**src/rtl/nand3_stimulus_checker_dwell_timer.sv**
```systemverilog
// Dwell timer for the NAND stimulus checker.
//
// Counts cycles while enabled and flags the last cycle of a dwell period.
//
// Ports:
//   clk     in   rising-edge clock
//   rst_n   in   asynchronous active-low reset
//   clear   in   synchronous clear of the count (dominates enable)
//   enable  in   advance the count by one this cycle
//   expire  out  high while the count equals DWELL-1
//
// Parameters:
//   DWELL   cycles per dwell period (1..255)
//   CNT_W   counter width; must be able to hold DWELL-1
module dwell_timer #(
    parameter int DWELL = 4,
    parameter int CNT_W = 8
) (
    input  logic clk,
    input  logic rst_n,
    input  logic clear,
    input  logic enable,
    output logic expire
);

    logic [CNT_W-1:0] count;

    // Cycle counter. Clear wins over enable so the owner can hold the
    // counter at zero whenever it is not timing a dwell.
    always_ff @(posedge clk or negedge rst_n) begin
        if (!rst_n) begin
            count <= '0;
        end else if (clear) begin
            count <= '0;
        end else if (enable) begin
            count <= count + 1'b1;
        end
    end

    // Expire on the final cycle of the dwell so the owner can leave on the
    // same edge, making the dwell exactly DWELL cycles long. With DWELL=1
    // this is true on the very first cycle.
    assign expire = (count == CNT_W'(DWELL - 1));

endmodule

```
**config.mk**
```make
export PLATFORM = sky130hd
export DESIGN_NAME = dwell_timer
export DESIGN_NICKNAME = d
export VERILOG_FILES = /design/src/rtl/nand3_stimulus_checker_dwell_timer.sv
export SDC_FILE = /design/constraint.sdc
export NUM_CORES = 1
export LEC_CHECK = 0
export ABC_AREA = 1
export CELL_PAD_IN_SITES_DETAIL_PLACEMENT = 1
export CELL_PAD_IN_SITES_GLOBAL_PLACEMENT = 1
export CORE_MARGIN = 5
export CORE_UTILIZATION = 33
export CTS_CLUSTER_DIAMETER = 30
export DETAILED_ROUTE_END_ITERATION = 10
export PLACE_DENSITY_LB_ADDON = 0.05
export SLEW_MARGIN = 20
export SYNTH_ARGS = -nofsm -noshare
export SYNTH_HDL_FRONTEND = slang
export SYNTH_SLANG_ARGS = --single-unit
```
**constraint.sdc**
```tcl
create_clock -name clk -period 1.1 [get_ports clk]
set_input_delay 0.22 -clock clk [delete_from_list [all_inputs] [get_ports clk]]
set_output_delay 0.22 -clock clk [all_outputs]
set_load 0.02 [all_outputs]
```
Yosys cells after proc, flatten, opt, wreduce, memory -nomap -nowiden
Cells that the tools add are included.
Widths: inputs -> output; s select.
{ "totals": {"ff_bits": 8, "in_bits": 4, "elab_cells": 6} }
{ "classes": {"add_sub_neg": 1, "n_eq_ne": 1, "mux": 2, "reduce_logical": 1} }
{ "ops": {"columns": ["operator", "n"], "rows": [
  ["$mux 8", 2],
  ["$add 8x1->8 const B", 1],
  ["$eq 8x2->1 const B", 1],
  ["$reduce_bool 2->1", 1]
]} }

Logic depth before layout (Yosys ltp)
{ "logic_depth": {"word_depth": 3, "depth_mapped": 7, "depth_no_buf": 7} }

Worst setup path after synthesis
Ideal clock, no wire load.
{ "synth_timing": {"kind": "register to output", "startpoint": "register count[0]", "endpoint": "output expire", "arrival_time_ns": 1.292, "t_required_ns": 0.880, "slack_ns": -0.412, "path_stages_with_launch": 4, "path_cell_list": "dfrtp_1 > ha_1 > nand3_1 > nor4_1"} }
{ "synth_between": {"elab_chain_cells": 1} }
{ "synth_lines": {"columns": ["element", "line", "rtl"], "rows": [
  ["start, declared", "26", "logic [CNT_W-1:0] count;"],
  ["start signal, assigned", "36", "count <= count + 1'b1;"],
  ["$eq 8x2->1", "43", "assign expire = (count == CNT_W'(DWELL - 1));"],
  ["end, declared", "23", "output logic expire"]
]} }
Every way passes these cells.

Worst setup path after layout
Ends and elaborated chain as after synthesis.

==> summary.md <==
| Metric | Value |
|---|---|
| Biggest register | `count` |
| DP Wirelength | `1020 um` |
| Yosys top cell area share | `between 40% and 50%` |
| Post-synth top area cell | `dfrtp_1` |
| Largest net degree at the start of global routing | `9` |
| Setup WS pre-CTS | `-0.551 ns` |
| Hold Crit Class | `in -> async` |
| CP Cell Sequence | `ha_4, nand3_4, nor4_4, buf_4` |
| First-pass GRT wire length | `2320 um` |
| Failing checks | `setup timing` |
| Dpl cell area | `627 um2` |
| FF+latch count, synth | `8` |
| Reg2reg setup slack | `-0.15 ns` |
| Skew-Pair Late Insertion Delay | `between 0.2 and 0.3 ns` |
| WP data required | `around 0.88 ns` |
| Diodes inserted | `0` |
| Max-Cap Viols | `0` |
| # clock sinks | `8` |
| DR vias | `roughly 480` |
| Peak Freq | `about 710 MHz` |
| DR iter-0 viols | `9` |
| 1st-pass router iterations | `4` |
| Height of the die | `roughly 47 um` |
| CTS max path bufs | `2` |
| # IOs | `5` |
| Vias in the first global route | `499` |
| Filler cells | `around 170` |
| Initial core utilization | `between 30% and 40%` |
| FF-to-FF path depth | `8` |
| Setup TNS | `-0.666 ns` |
| Final setup fails | `4` |
| Critical path's slowest cell | `dfrtp_1` |
| Kind of critical path | `reg -> out` |
| Final Cell Area | `around 750 um2` |
| Hold Vio Cnt, Final | `0` |
| Synth top cells by count | `nand2_1, inv_1, dfrtp_1` |
| Leak pwr | `0.363 nW` |
| Actual slew at the worst max-slew pin | `about 0.37 ns` |
| Syn Inst Count | `60` |
| Vias/cell | `approximately 5` |
| Max incr delay on CP | `between 0.3 and 0.4 ns` |
| Peak supply drop | `0.573 mV` |
| Yosys cell types | `17` |
| Final period utilization | `127%` |
| IO buf count | `4` |
| Placed cells | `between 90 and 100` |
| Initial antenna violation count | `0` |
| Family with the most delay on the worst path | `flip-flops` |
| Worst Slack Setup Final | `-0.299 ns` |
| Fin Hold WS | `~0.25 ns` |
| GRT Residual Overflow | `0` |
| CP Launch Type | `flip-flop` |
| Antenna viol nets, final | `0` |
| Mean post-synth cell area | `between 7 and 8 um2` |
| RSZ-0062 raised after global routing | `yes` |
| Final min period | `roughly 1.4 ns` |
| Post-layout util | `between 50% and 60%` |
| Area grow syn2layout | `61.9%` |
| Power Total | `638 uW` |
| CTS clock-pin slew for the worst setup and hold paths | `0.05 ns` |
| Skew final | `between 0.0006 and 0.0007 ns` |
| Post-synth EDFFs | `0` |
| Final nets | `89` |
| Seq/Total Area, Yosys | `between 40% and 50%` |
| Htree depth | `1` |
| R2r startpoint | `count[0]` |
| Worst-path maximum fanout | `2` |
| Top flop regs | `count: 8 flops` |
| FP Rows | `13` |
| Routability Congestion | `0.778` |
| Slew margin rel. | `between 70% and 80%` |
| Count of yosys warnings during synthesis | `0` |
| Core Region | `0.00132 mm2` |
| Share of cells above drive strength 1 | `45.1%` |
| Area contributors post-synth | `dfrtp_1, nand2_1, inv_1` |
| GRT Overall Usage | `between 10% and 20%` |
| Top FF cell, synth | `dfrtp_1` |
| Post-Route WL | `1320 um` |
| Asr flop ratio synth | `100%` |
| Cell Area, Synth | `~460 um2` |
| Die span in x | `about 47 um` |
| Slew Viols, Final | `0` |
| CTS tree | `built` |
| CP Capture Type | `primary output` |
| Finished Layout Cells | `slightly below 100` |
| Die ar. | `approximately 0.0023 mm2` |
| DRC | `0` |
| Routed length per instance | `13.6 um` |
| Buffers & Inverters on Critical Path | `1` |
| Largest register FFs | `8` |
| Inserted Clock Buffers | `3` |
| Root Driver | `clkbuf_4` |
| Status | `finished, violations left` |
| Most frequent cell after synthesis | `nand2_1` |
| Reg2reg end | `count[6]` |
| Syn nets | `65` |
| CP arrival | `between 1 and 1.5 ns` |
| Cell area power density | `approximately 850 mW/mm2` |
cells in the final DEF (no fill, tap or decap), types with 2 or more instances in the layout:
master	n
buf_4	15
nand2_1	12
dfrtp_1	8
inv_1	7
nor2_1	5
nor2_4	3
nand3_1	3
clkbuf_4	3
nor2_2	2
nand3_4	2
inv_2	2
a21oi_2	2
nand3_2	2
nand4_1	2
dlymetal6s2s_1	2
cell type report:
cell class	instances	area, um2	area share [%]
tap	15	18.8	2.50
timing repair buffer	19	159	21.2
sequential	8	200	26.7
inverter	9	33.8	4.51
clock buffer	3	22.5	3.01
multi-input combinational	43	315	42.1
per-layer routing:
layer,routed length (um),up-vias,share of wire [%],global-route usage (%)
met4,17,0,1.3,8.29
met1,602,237,46,19.3
met2,683,5,52,24.3
met3,19,2,1.4,3.38
met5,0,-,0,0
li1,-,240,-,-
worst max path at each step:
| stage | startpoint | end | slack [ns] | depth (start not counted) |
|---|---|---|---|---|
| floorplan | count[0] | expire | -0.10 | 3 |
| global placement | count[0] | expire | -0.55 | 4 |
| detailed placement | count[0] | expire | -0.55 | 4 |
| CTS | count[1] | expire | -0.34 | 4 |
| global route | count[0] | expire | -0.37 | 4 |
| finish | count[0] | expire | -0.30 | 4 |
kinds of logic after synthesis:
logic type | synth area share, %
XOR/XNOR | 1.89
adder cells (fa/ha/maj) | 2.70
flip-flops | 43.2
AND/OR/NAND/NOR | 37.8
buffers and inverters | 7.30
AO/OA/AOI/OAI | 7.03
timing repair:
item                                    CTS  global route
resized for setup                        16            11
setup buffers                             1             6
pin swaps                                 2             8
endpoints found under the setup margin    5             7
hold buffers                              0             0
worst register-to-register path: stages, from the launching register on:
cell	delay, ns
dfrtp_1	0.41
ha_4	0.19
buf_4	0.13
buf_6	0.11
nand2_2	0.05
inv_2	0.05
nand4_1	0.08
nand2_1	0.05
nor2_1	0.11
report_power, final:
group	internal (mW)	total, mW	switching, mW
Sequential	0.302	0.309	0.00731
Combinational	0.0533	0.105	0.0518
Clock	0.125	0.224	0.0991
Power figures use the tool's default switching activity.
